--- config.mk ---
export PLATFORM = sky130hd
export DESIGN_NAME = sc_tone_scheduler_flat
export DESIGN_NICKNAME = d
export VERILOG_FILES = /design/src/rtl/sc_tonesched_pkg.sv /design/src/rtl/sc_tone_scheduler_if.sv /design/src/rtl/sc_tone_divider.sv /design/src/rtl/sc_tone_scheduler.sv /design/src/flat_wrapper.sv
export SDC_FILE = /design/constraint.sdc
export NUM_CORES = 1
export LEC_CHECK = 0
export ABC_CLOCK_PERIOD_IN_PS = 7200
export CORE_MARGIN = 3
export CORE_UTILIZATION = 56
export DETAILED_ROUTE_END_ITERATION = 16
export PLACE_DENSITY = 0.77
export SYNTH_ARGS = -nofsm -noshare
export SYNTH_HDL_FRONTEND = slang
export SYNTH_SLANG_ARGS = --single-unit
--- constraint.sdc ---
create_clock -name SC_TONESCHED_CLOCK_50 -period 7.2 [get_ports SC_TONESCHED_CLOCK_50]
set_input_delay 0.72 -clock SC_TONESCHED_CLOCK_50 [delete_from_list [all_inputs] [get_ports SC_TONESCHED_CLOCK_50]]
set_output_delay 0.72 -clock SC_TONESCHED_CLOCK_50 [all_outputs]
set_load 0.02 [all_outputs]
--- src/rtl/sc_tonesched_pkg.sv ---
// Shared types and constants for the tone scheduler: FSM encoding, note half-period table, tick default.
// Half-periods are 50 MHz clock counts per output half-cycle (equal temperament, rounded).
package sc_tonesched_pkg;

  typedef enum logic [1:0] {
    IDLE = 2'd0,
    LOAD = 2'd1,
    PLAY = 2'd2
  } state_t;

  localparam int TICK_DIV_DEFAULT = 50000;

  // Code 0 is a rest; 1..12 are A4..G#5; 13..15 are A3, A5, A2.
  function automatic logic [17:0] half_lookup(input logic [3:0] note);
    case (note)
      4'd1:    return 18'd56818;
      4'd2:    return 18'd53629;
      4'd3:    return 18'd50619;
      4'd4:    return 18'd47778;
      4'd5:    return 18'd45097;
      4'd6:    return 18'd42566;
      4'd7:    return 18'd40177;
      4'd8:    return 18'd37922;
      4'd9:    return 18'd35793;
      4'd10:   return 18'd33784;
      4'd11:   return 18'd31888;
      4'd12:   return 18'd30098;
      4'd13:   return 18'd113636;
      4'd14:   return 18'd28409;
      4'd15:   return 18'd227273;
      default: return 18'd0;
    endcase
  endfunction

endpackage

--- src/rtl/sc_tone_scheduler_if.sv ---
// Requester/scheduler bundle: level requests with note/duration in, grant pulses and tone status out.
// master = requester side (game/alarm logic), slave = the scheduler.
interface sc_tone_scheduler_if #(
  parameter int NOTE_WIDTH = 4,
  parameter int DUR_WIDTH  = 8
);
  logic                  SC_TONESCHED_reqA_In;
  logic [NOTE_WIDTH-1:0] SC_TONESCHED_noteA_InBUS;
  logic [DUR_WIDTH-1:0]  SC_TONESCHED_durA_InBUS;
  logic                  SC_TONESCHED_ackA_Out;
  logic                  SC_TONESCHED_reqB_In;
  logic [NOTE_WIDTH-1:0] SC_TONESCHED_noteB_InBUS;
  logic [DUR_WIDTH-1:0]  SC_TONESCHED_durB_InBUS;
  logic                  SC_TONESCHED_ackB_Out;
  logic                  SC_TONESCHED_abort_In;
  logic                  SC_TONESCHED_busy_Out;
  logic                  SC_TONESCHED_owner_Out;
  logic                  SC_TONESCHED_done_Out;
  logic                  SC_TONESCHED_signal_OutHigh;

  modport master (
    output SC_TONESCHED_reqA_In, SC_TONESCHED_noteA_InBUS, SC_TONESCHED_durA_InBUS,
    output SC_TONESCHED_reqB_In, SC_TONESCHED_noteB_InBUS, SC_TONESCHED_durB_InBUS,
    output SC_TONESCHED_abort_In,
    input  SC_TONESCHED_ackA_Out, SC_TONESCHED_ackB_Out, SC_TONESCHED_busy_Out,
    input  SC_TONESCHED_owner_Out, SC_TONESCHED_done_Out, SC_TONESCHED_signal_OutHigh
  );

  modport slave (
    input  SC_TONESCHED_reqA_In, SC_TONESCHED_noteA_InBUS, SC_TONESCHED_durA_InBUS,
    input  SC_TONESCHED_reqB_In, SC_TONESCHED_noteB_InBUS, SC_TONESCHED_durB_InBUS,
    input  SC_TONESCHED_abort_In,
    output SC_TONESCHED_ackA_Out, SC_TONESCHED_ackB_Out, SC_TONESCHED_busy_Out,
    output SC_TONESCHED_owner_Out, SC_TONESCHED_done_Out, SC_TONESCHED_signal_OutHigh
  );
endinterface

--- src/rtl/sc_tone_divider.sv ---
// Square-wave generator: counts 0..half_period-1 and toggles tone at each wrap; first rise half_period cycles after clear.
// clear has priority over enable and forces tone low; no backpressure.
module sc_tone_divider #(
  parameter int DIV_WIDTH = 18
) (
  input  logic                 SC_TONESCHED_CLOCK_50,
  input  logic                 SC_TONESCHED_RESET_InLow,
  input  logic                 clear,
  input  logic                 enable,
  input  logic [DIV_WIDTH-1:0] half_period,
  output logic                 tone
);
  logic [DIV_WIDTH-1:0] cnt_q;

  always_ff @(posedge SC_TONESCHED_CLOCK_50 or negedge SC_TONESCHED_RESET_InLow) begin
    if (!SC_TONESCHED_RESET_InLow) begin
      cnt_q <= '0;
      tone  <= 1'b0;
    end else if (clear) begin
      cnt_q <= '0;
      tone  <= 1'b0;
    end else if (enable) begin
      if (cnt_q == half_period - 1'b1) begin
        cnt_q <= '0;
        tone  <= ~tone;
      end else begin
        cnt_q <= cnt_q + 1'b1;
      end
    end
  end
endmodule

--- src/rtl/sc_tone_scheduler.sv ---
// Shares one tone divider between requesters A/B: grant (ack next cycle), 1-cycle LOAD, PLAY for dur*TICK_DIV cycles, done pulse.
// Requests are levels sampled only in IDLE; SC_TONESCHED_ROUNDROBIN_EN makes ties go to the previous non-owner.
module sc_tone_scheduler
  import sc_tonesched_pkg::*;
#(
  parameter int DIV_WIDTH  = 18,
  parameter int DUR_WIDTH  = 8,
  parameter int NOTE_WIDTH = 4,
  parameter int TICK_DIV   = TICK_DIV_DEFAULT
) (
  input logic                SC_TONESCHED_CLOCK_50,
  input logic                SC_TONESCHED_RESET_InLow,
  sc_tone_scheduler_if.slave tsif
);
  localparam int TICK_W = (TICK_DIV > 1) ? $clog2(TICK_DIV) : 1;
  localparam logic [TICK_W-1:0] TICK_LAST = TICK_W'(TICK_DIV - 1);

  state_t                state, state_nxt;
  logic [NOTE_WIDTH-1:0] note_q;
  logic [DUR_WIDTH-1:0]  dur_q;
  logic [DIV_WIDTH-1:0]  half_q;
  logic [TICK_W-1:0]     tick_q;
  logic                  owner_q, busy_q, ack_a_q, ack_b_q, done_q;
  logic                  any_req, pick_b, tick_wrap, play_fin;
  logic                  grant, ack_a_nxt, ack_b_nxt, done_nxt, div_clr, div_en;
  logic                  tone;

  assign any_req = tsif.SC_TONESCHED_reqA_In | tsif.SC_TONESCHED_reqB_In;
`ifdef SC_TONESCHED_ROUNDROBIN_EN
  assign pick_b = (tsif.SC_TONESCHED_reqA_In && tsif.SC_TONESCHED_reqB_In) ? !owner_q
                                                                           : tsif.SC_TONESCHED_reqB_In;
`else
  assign pick_b = tsif.SC_TONESCHED_reqB_In && !tsif.SC_TONESCHED_reqA_In;
`endif

  // A zero duration ends PLAY on its first edge; otherwise the last tick wrap ends it.
  assign tick_wrap = (tick_q == TICK_LAST);
  assign play_fin  = (state == PLAY) &&
                     ((dur_q == '0) || (tick_wrap && (dur_q == DUR_WIDTH'(1))));

  always_ff @(posedge SC_TONESCHED_CLOCK_50 or negedge SC_TONESCHED_RESET_InLow) begin
    if (!SC_TONESCHED_RESET_InLow) state <= IDLE;
    else                           state <= state_nxt;
  end

  always_comb begin
    state_nxt = state;
    case (state)
      IDLE:    if (any_req) state_nxt = LOAD;
      LOAD:    state_nxt = tsif.SC_TONESCHED_abort_In ? IDLE : PLAY;
      PLAY:    if (tsif.SC_TONESCHED_abort_In || play_fin) state_nxt = IDLE;
      default: state_nxt = IDLE;
    endcase
  end

  // Abort outranks a coinciding final tick, so done only fires on natural completion.
  always_comb begin
    grant     = (state == IDLE) && any_req;
    ack_a_nxt = grant && !pick_b;
    ack_b_nxt = grant && pick_b;
    done_nxt  = play_fin && !tsif.SC_TONESCHED_abort_In;
    div_clr   = (state != PLAY) || (state_nxt == IDLE);
    div_en    = (state == PLAY) && (half_q != '0);
  end

  always_ff @(posedge SC_TONESCHED_CLOCK_50 or negedge SC_TONESCHED_RESET_InLow) begin
    if (!SC_TONESCHED_RESET_InLow) begin
      note_q  <= '0;
      dur_q   <= '0;
      half_q  <= '0;
      tick_q  <= '0;
      owner_q <= 1'b0;
      busy_q  <= 1'b0;
      ack_a_q <= 1'b0;
      ack_b_q <= 1'b0;
      done_q  <= 1'b0;
    end else begin
      busy_q  <= (state_nxt != IDLE);
      ack_a_q <= ack_a_nxt;
      ack_b_q <= ack_b_nxt;
      done_q  <= done_nxt;
      if (grant) begin
        note_q  <= pick_b ? tsif.SC_TONESCHED_noteB_InBUS : tsif.SC_TONESCHED_noteA_InBUS;
        dur_q   <= pick_b ? tsif.SC_TONESCHED_durB_InBUS  : tsif.SC_TONESCHED_durA_InBUS;
        owner_q <= pick_b;
      end
      if (state == LOAD) begin
        half_q <= DIV_WIDTH'(half_lookup(4'(note_q)));
        tick_q <= '0;
      end else if (state == PLAY) begin
        if (tick_wrap) begin
          tick_q <= '0;
          if (dur_q != '0) dur_q <= dur_q - 1'b1;
        end else begin
          tick_q <= tick_q + 1'b1;
        end
      end
    end
  end

  sc_tone_divider #(.DIV_WIDTH(DIV_WIDTH)) u_divider (
    .SC_TONESCHED_CLOCK_50   (SC_TONESCHED_CLOCK_50),
    .SC_TONESCHED_RESET_InLow(SC_TONESCHED_RESET_InLow),
    .clear                   (div_clr),
    .enable                  (div_en),
    .half_period             (half_q),
    .tone                    (tone)
  );

  assign tsif.SC_TONESCHED_ackA_Out       = ack_a_q;
  assign tsif.SC_TONESCHED_ackB_Out       = ack_b_q;
  assign tsif.SC_TONESCHED_busy_Out       = busy_q;
  assign tsif.SC_TONESCHED_owner_Out      = owner_q;
  assign tsif.SC_TONESCHED_done_Out       = done_q;
  assign tsif.SC_TONESCHED_signal_OutHigh = tone;
endmodule

--- src/flat_wrapper.sv ---
// flat-port wrapper written by rule: the top's interface ports become plain ports
module sc_tone_scheduler_flat import sc_tonesched_pkg::*;
#(
  parameter int DIV_WIDTH  = 18,
  parameter int DUR_WIDTH  = 8,
  parameter int NOTE_WIDTH = 4,
  parameter int TICK_DIV   = TICK_DIV_DEFAULT
)
  (SC_TONESCHED_CLOCK_50, SC_TONESCHED_RESET_InLow, tsif_SC_TONESCHED_reqA_In, tsif_SC_TONESCHED_noteA_InBUS, tsif_SC_TONESCHED_durA_InBUS, tsif_SC_TONESCHED_reqB_In, tsif_SC_TONESCHED_noteB_InBUS, tsif_SC_TONESCHED_durB_InBUS, tsif_SC_TONESCHED_abort_In, tsif_SC_TONESCHED_ackA_Out, tsif_SC_TONESCHED_ackB_Out, tsif_SC_TONESCHED_busy_Out, tsif_SC_TONESCHED_owner_Out, tsif_SC_TONESCHED_done_Out, tsif_SC_TONESCHED_signal_OutHigh);
  sc_tone_scheduler_if #(.NOTE_WIDTH(NOTE_WIDTH), .DUR_WIDTH(DUR_WIDTH)) tsif_i ();
  input logic SC_TONESCHED_CLOCK_50;
  input logic SC_TONESCHED_RESET_InLow;
  input wire logic [$bits(tsif_i.SC_TONESCHED_reqA_In)-1:0] tsif_SC_TONESCHED_reqA_In;
  input wire logic [$bits(tsif_i.SC_TONESCHED_noteA_InBUS)-1:0] tsif_SC_TONESCHED_noteA_InBUS;
  input wire logic [$bits(tsif_i.SC_TONESCHED_durA_InBUS)-1:0] tsif_SC_TONESCHED_durA_InBUS;
  input wire logic [$bits(tsif_i.SC_TONESCHED_reqB_In)-1:0] tsif_SC_TONESCHED_reqB_In;
  input wire logic [$bits(tsif_i.SC_TONESCHED_noteB_InBUS)-1:0] tsif_SC_TONESCHED_noteB_InBUS;
  input wire logic [$bits(tsif_i.SC_TONESCHED_durB_InBUS)-1:0] tsif_SC_TONESCHED_durB_InBUS;
  input wire logic [$bits(tsif_i.SC_TONESCHED_abort_In)-1:0] tsif_SC_TONESCHED_abort_In;
  output wire logic [$bits(tsif_i.SC_TONESCHED_ackA_Out)-1:0] tsif_SC_TONESCHED_ackA_Out;
  output wire logic [$bits(tsif_i.SC_TONESCHED_ackB_Out)-1:0] tsif_SC_TONESCHED_ackB_Out;
  output wire logic [$bits(tsif_i.SC_TONESCHED_busy_Out)-1:0] tsif_SC_TONESCHED_busy_Out;
  output wire logic [$bits(tsif_i.SC_TONESCHED_owner_Out)-1:0] tsif_SC_TONESCHED_owner_Out;
  output wire logic [$bits(tsif_i.SC_TONESCHED_done_Out)-1:0] tsif_SC_TONESCHED_done_Out;
  output wire logic [$bits(tsif_i.SC_TONESCHED_signal_OutHigh)-1:0] tsif_SC_TONESCHED_signal_OutHigh;
  assign tsif_i.SC_TONESCHED_reqA_In = tsif_SC_TONESCHED_reqA_In;
  assign tsif_i.SC_TONESCHED_noteA_InBUS = tsif_SC_TONESCHED_noteA_InBUS;
  assign tsif_i.SC_TONESCHED_durA_InBUS = tsif_SC_TONESCHED_durA_InBUS;
  assign tsif_i.SC_TONESCHED_reqB_In = tsif_SC_TONESCHED_reqB_In;
  assign tsif_i.SC_TONESCHED_noteB_InBUS = tsif_SC_TONESCHED_noteB_InBUS;
  assign tsif_i.SC_TONESCHED_durB_InBUS = tsif_SC_TONESCHED_durB_InBUS;
  assign tsif_i.SC_TONESCHED_abort_In = tsif_SC_TONESCHED_abort_In;
  assign tsif_SC_TONESCHED_ackA_Out = tsif_i.SC_TONESCHED_ackA_Out;
  assign tsif_SC_TONESCHED_ackB_Out = tsif_i.SC_TONESCHED_ackB_Out;
  assign tsif_SC_TONESCHED_busy_Out = tsif_i.SC_TONESCHED_busy_Out;
  assign tsif_SC_TONESCHED_owner_Out = tsif_i.SC_TONESCHED_owner_Out;
  assign tsif_SC_TONESCHED_done_Out = tsif_i.SC_TONESCHED_done_Out;
  assign tsif_SC_TONESCHED_signal_OutHigh = tsif_i.SC_TONESCHED_signal_OutHigh;
  sc_tone_scheduler #(.DIV_WIDTH(DIV_WIDTH), .DUR_WIDTH(DUR_WIDTH), .NOTE_WIDTH(NOTE_WIDTH), .TICK_DIV(TICK_DIV)) u_core (.SC_TONESCHED_CLOCK_50(SC_TONESCHED_CLOCK_50), .SC_TONESCHED_RESET_InLow(SC_TONESCHED_RESET_InLow), .tsif(tsif_i));
endmodule
* Word-level counts from Yosys, hierarchy flattened
Memory sizes are Yosys's and may differ from the RTL's. A register that Yosys moved wholly into a read port is not among the register bits.
Index checks and enable logic that the tools add are counted.
** Word-level totals
- Memories kept :: 1
- Logic and storage cells :: 69
- Output and inout port bits :: 6
- Memory bits (read-only) :: 288
- Register bits after elaboration :: 54
** Cells by class
- $add $sub $neg :: 4
- Mux-type cells :: 20
- Bitwise operators :: 2
- Reductions and logical operators :: 25
- Eq/ne operators :: 6
** Memories
- (no name shown) :: depth 16, bits a word 18, rd ports 1, clocked after memory_dff 1, wr ports 0, RTL line sc_tonesched_pkg.sv:15 : case (note)
** Operator list (count)
- 2-to-1 mux 18 bit :: 3
- 2-to-1 mux 16 bit :: 3
- 2-to-1 mux 8 bit :: 6
- adder 18 x 1 -> 18 bit, second input constant :: 1
- == test 18 bit :: 1
- nonzero test 18 bit :: 1
- subtractor 18 x 1 -> 18 bit, second input constant :: 1
- adder 16 x 1 -> 16 bit, second input constant :: 1
- == test 16 bit, second input constant :: 1
- == test 8 x 1 -> 1 bit, second input constant :: 1
- logical AND 1 bit :: 8
- zero test 8 bit :: 1
- nonzero test 2 bit :: 4
- nonzero test 8 bit :: 1
- subtractor 8 x 1 -> 8 bit, second input constant :: 1
- 2-to-1 mux 2 bit :: 3
- case mux 2 bit (3 select lines) :: 1
- zero test 1 bit :: 4
- zero test 2 bit :: 2
- 2-to-1 mux 4 bit :: 1
- logical OR 1 bit :: 3
- 2-to-1 mux 1 bit :: 3
- == test 2 x 1 -> 1 bit, second input constant :: 1
- == test 2 bit, second input constant :: 1
- 4 further kinds :: 4

* Logic depth before layout (Yosys ltp)
Gate-level depths: netlist (run 1).
- Depth in word-level cells :: 11
- Depth in mapped cells :: 12

* Modules after synthesis
From an unflattened synthesis (run 1), not the netlist that was laid out.
** Second synthesis, totals
- Cell total of the unflattened synthesis :: 563
- Area, all modules :: 4998.5 sq um
** By module, submodules not included
- sc_tone_scheduler :: instances 1, area each 3203.1 sq um, cells an instance 359
- sc_tone_divider :: instances 1, area each 1795.5 sq um, cells an instance 204

* Worst setup path before layout (run 1)
Ideal clock, no wire load.
- Path type :: register to register
- Start point :: register u_core.half_q[0]
- End point :: register u_core.u_divider.tone
- Period minus slack after synthesis :: 3.140 ns
- Slack :: 4.060 ns
- Library setup time :: 0.066 ns
- Cell stages (with the launch flop) :: 12
- Arrival :: 3.074 ns
- Cells stage by stage :: dfrtp_1 -> inv_1 -> ha_1 -> nor3b_2 -> xor2_1 -> a21oi_1 -> o211ai_1 -> or4_1 -> or4_1 -> buf_2 -> or4_1 -> nand2_1
** Between the ends
- Word-level cells in the longest chain between the ends :: 4
** Ends and longest elaborated chain
- start, declared :: RTL line sc_tone_scheduler.sv:21 : logic [DIV_WIDTH-1:0] half_q;
- subtractor 18 x 1 -> 18 bit / nonzero test 18 bit (equally long branches) :: RTL line sc_tone_divider.sv:23, sc_tone_scheduler.sv:63
- == test 18 bit / logical AND 1 bit (equally long branches) :: RTL line sc_tone_divider.sv:23, sc_tone_scheduler.sv:63
- nonzero test 2 bit (no source line)
- AND reduction 2 bit (no source line) *
- end signal, assigned :: RTL line sc_tone_divider.sv:25 : tone <= ~tone;
- end, declared :: RTL line sc_tone_divider.sv:11 : output logic tone
Mark *: on every way between the ends. The rest lies on a longest branch, timed or not.
A chain may end at the register's enable or synchronous reset.

* Final worst setup path (run 1)
- Start point :: register u_core.half_q[0]
- End point :: register u_core.u_divider.cnt_q[17]
** Between the ends
- Word-level cells in the longest chain between the ends :: 5
** Ends and longest elaborated chain
- subtractor 18 x 1 -> 18 bit :: RTL line sc_tone_divider.sv:23 : if (cnt_q == half_period - 1'b1) begin
- == test 18 bit :: RTL line sc_tone_divider.sv:23
- 2-to-1 mux 18 bit :: RTL line sc_tone_divider.sv:23
- 2-to-1 mux 18 bit :: RTL line sc_tone_divider.sv:22 : end else if (enable) begin
- 2-to-1 mux 18 bit :: RTL line sc_tone_divider.sv:19 : end else if (clear) begin
- end signal, assigned :: RTL line sc_tone_divider.sv:27 : cnt_q <= cnt_q + 1'b1;
- end, declared :: RTL line sc_tone_divider.sv:13 : logic [DIV_WIDTH-1:0] cnt_q;
Parallel ways exist; a longest one is shown, timed or not. The select of a mux whose other input is x is not followed.

==> flow_metrics.env, run 1 <==
export IMPL_grt_max_degree=73
export IMPL_h_tree_depth=3
export IMPL_startpoint="u_core.half_q[0]"
export IMPL_drt_pass1_iterations=5
export IMPL_power_internal_w=0.00109
export IMPL_antenna_found_initial=0
export IMPL_worstMarginPinSlew_ns=0.970
export IMPL_num_vias=4164
export IMPL_totalWireLength_um=11100
export IMPL_rows=33
export IMPL_numPortBuffers=34
export IMPL_grt_pass1_wl_um=18900
export IMPL_cts_sinks=72
export IMPL_start_kind="flip-flop"
export IMPL_setup_viol=0
export IMPL_hold_viol=0
export IMPL_syn_area_um2=4770
export IMPL_ff2ff_path_depth=10
export IMPL_clkTransAtPathRegs_ns=0.07
export IMPL_cts_resized=0
export IMPL_dp_hpwl_um=7820
export IMPL_reg2reg_slack_ns=3.40
export IMPL_n_antenna_cell=0
export IMPL_cts_root_buf="clkbuf_8"
export IMPL_combPwrFrac_pct=46.4
export IMPL_power_share_sequential_pct=37.0
export IMPL_r2r_start="u_core.half_q[0]"
export IMPL_postCtsSetupBuffers=0
export IMPL_drv_slew=0
export IMPL_grt_pass1_vias=3922
export IMPL_p_per_area_nw_per_um2=369
export IMPL_dieWidth_um=98.3
export IMPL_drive_above_1_share_pct=5.67
export IMPL_worst_setup_path_end_kind="flip-flop"
export IMPL_max_cap_viol_count=0
export IMPL_cts_buffer_depth=2
export IMPL_cts_tree="built"
export IMPL_synth_edf_count=0
export IMPL_grtUsageTotal_pct=23.7
export IMPL_drt_initial_drc_count=247
export IMPL_clockPowerShare_pct=16.6
export IMPL_worstPathMaxFanout=14
export IMPL_place_gp_congestion=0.965
export IMPL_leakage_nw=2.17
export IMPL_slew_headroom_pct=35.3
export IMPL_yosysMostFrequentCell="dfrtp_1"
export IMPL_postRouteAntennaNets=0
export IMPL_synth_top_area_share_pct=37.8
export IMPL_timing_rr_end="u_core.u_divider.cnt_q[17]"
export IMPL_yosysSeqAreaShare_pct=37.8
export IMPL_via_per_inst=6.06
export IMPL_endpoint="u_core.u_divider.cnt_q[17]"
export IMPL_synthTopCellsByCount="dfrtp_1, nor2_1, nand2_1, a21oi_1, o21ai_0"
export IMPL_synthFlopType="dfrtp_1"
export IMPL_drc=0
export IMPL_hold_buffers=0
export IMPL_postLayoutCellArea_um2=5350
export IMPL_worst_hold_path_type="reg -> reg"
export IMPL_finalCritPeriodShare_pct=52.7
export IMPL_crit_type="reg -> reg"
export IMPL_hold_worst_slack_ns=0.504
export IMPL_die_y_um=98.3
export IMPL_fin_worst_skew_ns=0.00786
export IMPL_synth_area_per_cell_um2=8.56
export IMPL_avgRoutedWirePerCell_um=16.2
export IMPL_ys_async_sr_fraction_pct=100
export IMPL_setup_tns_ns=0
export IMPL_rsz0062_at_grt="false"
export IMPL_vdd_drop_max_uv=371
export IMPL_syn_to_final_growth_pct=12.2
export IMPL_period_needed_ns=3.80
export IMPL_sw_frac_of_total_pct=44.5
export IMPL_synth_nets=603
export IMPL_ys_top_cells_by_area="dfrtp_1, xor2_1, nor2_1"
export IMPL_synth_top_area_cell="dfrtp_1"
export IMPL_outcome="complete, no violations"
export IMPL_placed_area_um2=5150
export IMPL_critical_path_arrival_ns=4.00
export IMPL_timing_fmax_mhz=263
export IMPL_ios=35
export IMPL_grt_overflow_total=0
export IMPL_p_sw_w=0.000878
export IMPL_final_nets=623
export IMPL_synth_distinct_cells=58
export IMPL_synthCells=557
export IMPL_yosysWarnings=0
export IMPL_initial_core_util_pct=57.8
export IMPL_clk_latency_ns=0.35
export IMPL_core_um2=8260
export IMPL_cts_buffers=9
export IMPL_dieArea_um2=9660
export IMPL_cp_data_required_time_ns=7.40
export IMPL_synth_seq_cells=72
==> cells in the final DEF (no fill, tap or decap), types with 3 or more instances in the layout <==
cell              n
a211oi_1          8
a21oi_1          35
a22o_1            5
a31oi_1           6
and2_1            3
and3_1            9
buf_4             4
clkbuf_8         11
clkdlybuf4s50_1  33
dfrtp_1          72
ha_1             17
inv_1            26
mux2_2            4
mux2i_1           5
nand2_1          40
nand2b_1          9
nand3_1          29
nand3b_1          7
nand4_1          15
nand4b_1          3
nor2_1           65
nor2b_1           7
nor3_1           11
nor3b_1           3
nor4_1            5
o211ai_1          6
o21ai_0          33
o22ai_1           6
o2bb2ai_1         8
or3_1             3
or4_1             4
xnor2_1          25
xor2_1           28
==> worst max-delay path, cell delays in order, from the launching register on <==
cell and delay (ns):
dfrtp_1 0.44, inv_1 0.10, ha_1 0.27, nor3b_2 0.60, xor2_1 0.20, a21oi_1 0.20, o211ai_1 0.12, or4_1 0.40
or4_1 0.67, o21ai_2 0.53, nor2_1 0.12
==> state kept, by name, summed over array words and instances (netlist names) <==
register	cells
u_core.half_q	18
u_core.tsif.SC_TONESCHED_busy_Out	1
u_core.tsif.SC_TONESCHED_ackA_Out	1
u_core.tsif.SC_TONESCHED_ackB_Out	1
u_core.tsif.SC_TONESCHED_owner_Out	1
u_core.dur_q	8
u_core.tick_q	16
u_core.u_divider.tone	1
u_core.note_q	4
u_core.u_divider.cnt_q	18
u_core.tsif.SC_TONESCHED_done_Out	1
u_core.state	2
==> power by group through the flow <==
stage | clock network [W] | logic (W) | registers [W]
finish | 0.000328 | 0.000915 | 0.000729
global route | 0.000351 | 0.00103 | 0.000754
CTS | 0.000336 | 0.000911 | 0.000725
detailed placement | 0 | 0.000903 | 0.000733
global placement | 0 | 0.000871 | 0.000726
floorplan | 0 | 0.000768 | 0.000643
==> per-stage QoR <==
| step | setup WS [ns] | utilization (%) | power [W] | std cells |
|---|---|---|---|---|
| 6_report | 3.40 | 64.8 | 0.00197 | 687 |
| 5_1_grt | 3.13 | 64.8 | 0.00214 | 687 |
| 4_1_cts | 3.42 | 64.8 | 0.00197 | 687 |
| 3_5_place_dp | 3.45 | 62.4 | 0.00164 | 671 |
| 3_3_place_gp | 3.69 | 62.4 | 0.00160 | 671 |
| 2_1_floorplan | 4.06 | - | 0.00141 | 557 |
==> layout make-up <==
cell class,instances,area [µm²]
fill,703,2910
multi-input combinational,428,2750
sequential,72,1800
timing repair buffer,38,365
clock buffer,13,159
tap,105,131
inverter,28,105
clock inverter,3,40.0
==> routing by layer <==
| layer | vias up | share of wire, % | global-route usage [%] |
|---|---|---|---|
| met4 | 0 | 1.5 | 7.04 |
| met2 | 89 | 50 | 38.4 |
| met1 | 2042 | 45 | 32.3 |
| met3 | 19 | 3.8 | 4.79 |
| met5 | - | 0 | 0 |
| li1 | 2014 | - | - |
==> cells by family after synthesis <==
group	after synthesis	share of synthesized area, %
multiplexers	10	2.23
AO/OA/AOI/OAI	123	16.2
AND/OR/NAND/NOR	225	24.9
XOR/XNOR	53	9.73
flip-flops	72	37.8
adder cells (fa/ha/maj)	17	4.46
buffers and inverters	57	4.72
==> worst min path at each step <==
| stage | start | to | slack (ns) | cells past startpoint |
|---|---|---|---|---|
| global placement | u_core.tsif.SC_TONESCHED_owner_Out | u_core.tsif.SC_TONESCHED_owner_Out | 0.49 | 2 |
| finish | u_core.tsif.SC_TONESCHED_owner_Out | u_core.tsif.SC_TONESCHED_owner_Out | 0.50 | 2 |
| CTS | u_core.tsif.SC_TONESCHED_owner_Out | u_core.tsif.SC_TONESCHED_owner_Out | 0.51 | 2 |
| floorplan | SC_TONESCHED_RESET_InLow | u_core.dur_q[0] | 0.42 | 0 |
| detailed placement | u_core.tsif.SC_TONESCHED_owner_Out | u_core.tsif.SC_TONESCHED_owner_Out | 0.49 | 2 |
| global route | u_core.tsif.SC_TONESCHED_owner_Out | u_core.tsif.SC_TONESCHED_owner_Out | 0.55 | 2 |
Power figures use the tool's default switching activity.
==> inputs of run 2 (changes only) <==
--- a/config.mk
+++ b/config.mk
@@ -5,7 +5,7 @@
 export SDC_FILE = /design/constraint.sdc
 export NUM_CORES = 1
 export LEC_CHECK = 0
-export ABC_CLOCK_PERIOD_IN_PS = 7200
+export ABC_CLOCK_PERIOD_IN_PS = 3800
 export CORE_MARGIN = 3
 export CORE_UTILIZATION = 56
 export DETAILED_ROUTE_END_ITERATION = 16
==> constraint.sdc (replaced) <==
create_clock -name SC_TONESCHED_CLOCK_50 -period 3.8 [get_ports SC_TONESCHED_CLOCK_50]
set_input_delay 0.38 -clock SC_TONESCHED_CLOCK_50 [delete_from_list [all_inputs] [get_ports SC_TONESCHED_CLOCK_50]]
set_output_delay 0.38 -clock SC_TONESCHED_CLOCK_50 [all_outputs]
set_load 0.02 [all_outputs]
==> run 2 against run 1 <==
Maximum frequency is 7.6% higher; via count fell by 0.67%; register-to-register slack worse by 3.1 ns; largest cell class unchanged.
==> flow_metrics.env, run 2 (synthesized netlist as in run 1, its figures left out) <==
export IMPL_reg_top3="u_core.half_q (18), u_core.u_divider.cnt_q (18), u_core.tick_q (16)"
export IMPL_dpl_cell_count=675
export IMPL_initial_core_util_pct=57.8
export IMPL_cts_tree="built"
export IMPL_fillers=681
export IMPL_path_common_cell="or4_1"
export IMPL_final_common_cell="dfrtp_1"
export IMPL_grt_max_degree=43
export IMPL_p_total_w=0.00373
export IMPL_antenna_found_initial=0
export IMPL_place_gp_congestion=0.906
export IMPL_num_vias=4136
export IMPL_rsz0062_at_grt="false"
export IMPL_drc=0
export IMPL_critPathBufInv=1
export IMPL_combPwrFrac_pct=46.6
export IMPL_clockPowerShare_pct=16.3
export IMPL_reg2reg_slack_ns=0.27
export IMPL_seq_area_um2=1800
export IMPL_ios=35
export IMPL_core_um2=8260
export IMPL_hold_buffers=0
export IMPL_die_y_um=98.3
export IMPL_drv_slew=0
export IMPL_worst_setup_path_end_kind="flip-flop"
export IMPL_cts_root_buf="clkbuf_8"
export IMPL_setup_tns_ns=0
export IMPL_avgRoutedWirePerCell_um=15.8
export IMPL_power_internal_w=0.00207
export IMPL_via_per_inst=5.99
export IMPL_period_needed_ns=3.53
export IMPL_cp_data_required_time_ns=4.08
export IMPL_finalCritPeriodShare_pct=92.8
export IMPL_cts_buffer_depth=2
export IMPL_power_share_sequential_pct=37.1
export IMPL_n_antenna_cell=0
export IMPL_vdd_drop_max_uv=437
export IMPL_crit_family="simple AND/OR/NAND/NOR gates"
export IMPL_cts_sinks=72
export IMPL_postCtsSetupBuffers=0
export IMPL_drt_pass1_iterations=5
export IMPL_ff2ff_path_depth=10
export IMPL_dieWidth_um=98.3
export IMPL_grt_pass1_wl_um=18900
export IMPL_postRouteAntennaNets=0
export IMPL_syn_to_final_growth_pct=12.9
export IMPL_final_nets=627
export IMPL_crit_type="reg -> reg"
export IMPL_critPathMaxStageDelay_ns=0.68
export IMPL_clkTransAtPathRegs_ns=0.08
export IMPL_start_kind="flip-flop"
export IMPL_rows=33
export IMPL_p_per_area_nw_per_um2=692
export IMPL_multiInputGateArea_um2=2760
export IMPL_critPathSlowestCell="or4_1"
export IMPL_slew_headroom_pct=38.3
export IMPL_dp_hpwl_um=7900
export IMPL_timing_rr_end="u_core.u_divider.tone"
export IMPL_fin_worst_skew_ns=0.0103
export IMPL_clk_latency_ns=0.35
export IMPL_worst_hold_path_type="in -> async"
export IMPL_grt_pass1_vias=4085
export IMPL_leakage_nw=2.20
export IMPL_cts_resized=0
export IMPL_grtUsageTotal_pct=23.4
export IMPL_crit_chain="inv_1, ha_1, nor3b_4, xor2_1, a21oi_1, o211ai_1, or4_1, or4_1, or4_1, nand2_1"
export IMPL_dieArea_um2=9660
export IMPL_final_util_pct=65.2
export IMPL_h_tree_depth=3
export IMPL_r2r_start="u_core.half_q[0]"
export IMPL_layout_common_cells="dfrtp_1, nor2_1, nand2_1, a21oi_1"
export IMPL_outcome="complete, no violations"
export IMPL_final_cells=691
export IMPL_cts_buffers=9
export IMPL_setup_viol=0
export IMPL_hold_viol=0
export IMPL_totalWireLength_um=10900
export IMPL_p_sw_w=0.00166
export IMPL_drive_above_1_share_pct=6.66
export IMPL_worstMarginPinSlew_ns=0.926
export IMPL_worstPathMaxFanout=9
export IMPL_critical_path_arrival_ns=3.81
export IMPL_timing_fmax_mhz=284
export IMPL_numPortBuffers=34
export IMPL_drt_initial_drc_count=160
export IMPL_sw_frac_of_total_pct=44.4
export IMPL_max_cap_viol_count=0
export IMPL_grt_overflow_total=0
run 2: changes by cell type in the layout (fill, tap and decap cells not counted):
cell | previous run | this run
buf_4 | 4 | 8
clkbuf_1 | 2 | 0
clkinv_2 | 2 | 4
clkbuf_8 | 11 | 10
clkinv_4 | 0 | 1
nor3b_2 | 1 | 0
nor3b_4 | 0 | 1
run 2: per-layer routing:
metal / GRT usage [%] / wire length, µm / vias up
met4: 6.51 / 131 / 0
li1: - / - / 2024
met2: 40.2 / 5400 / 103
met1: 30.4 / 4940 / 1993
met3: 4.21 / 419 / 16
met5: 0 / 0 / -
run 2: final cells by class:
class | count | share of cell area, %
multi-input cells | 428 | 51.2
flip-flops and latches | 72 | 33.5
well taps | 105 | 2.44
inverters | 28 | 1.95
repair buffers | 42 | 7.34
clock buffers | 10 | 2.56
clock inverters | 6 | 1.09
run 2: power by group through the flow:
stage | combinational (W) | clock (W) | sequential (W)
floorplan | 0.00145 | 0 | 0.00122
global placement | 0.00167 | 0 | 0.00137
detailed placement | 0.00171 | 0 | 0.00139
CTS | 0.00172 | 0.000629 | 0.00137
global route | 0.00195 | 0.000659 | 0.00143
finish | 0.00174 | 0.000608 | 0.00138
run 2: worst max path at each step:
stage	startpoint	to	slack [ns]	cells after the start
floorplan	u_core.half_q[0]	u_core.u_divider.tone	0.66	11
global placement	u_core.half_q[0]	u_core.u_divider.tone	0.44	10
detailed placement	u_core.half_q[0]	u_core.u_divider.tone	0.25	10
CTS	u_core.half_q[0]	u_core.u_divider.tone	0.22	10
global route	u_core.half_q[0]	u_core.u_divider.tone	0.11	10
finish	u_core.half_q[0]	u_core.u_divider.tone	0.27	10
run 2: through the flow:
step	setup slack, ns	hold slack, ns	cell area [µm²]
after detailed placement	0.247	0.483	5180
after global placement	0.436	0.478	5180
after floorplan	0.660	0.0844	4770
after global routing	0.114	0.212	5390
after CTS	0.216	0.185	5380
final	0.273	0.157	5390
run 2: worst register-to-register path, cell delays in order (launching register included):
cell and delay [ns]:
dfrtp_1 0.44, inv_1 0.11, ha_1 0.30, nor3b_4 0.47, xor2_1 0.15, a21oi_1 0.15
o211ai_1 0.12, or4_1 0.43, or4_1 0.68, or4_1 0.51, nand2_1 0.09
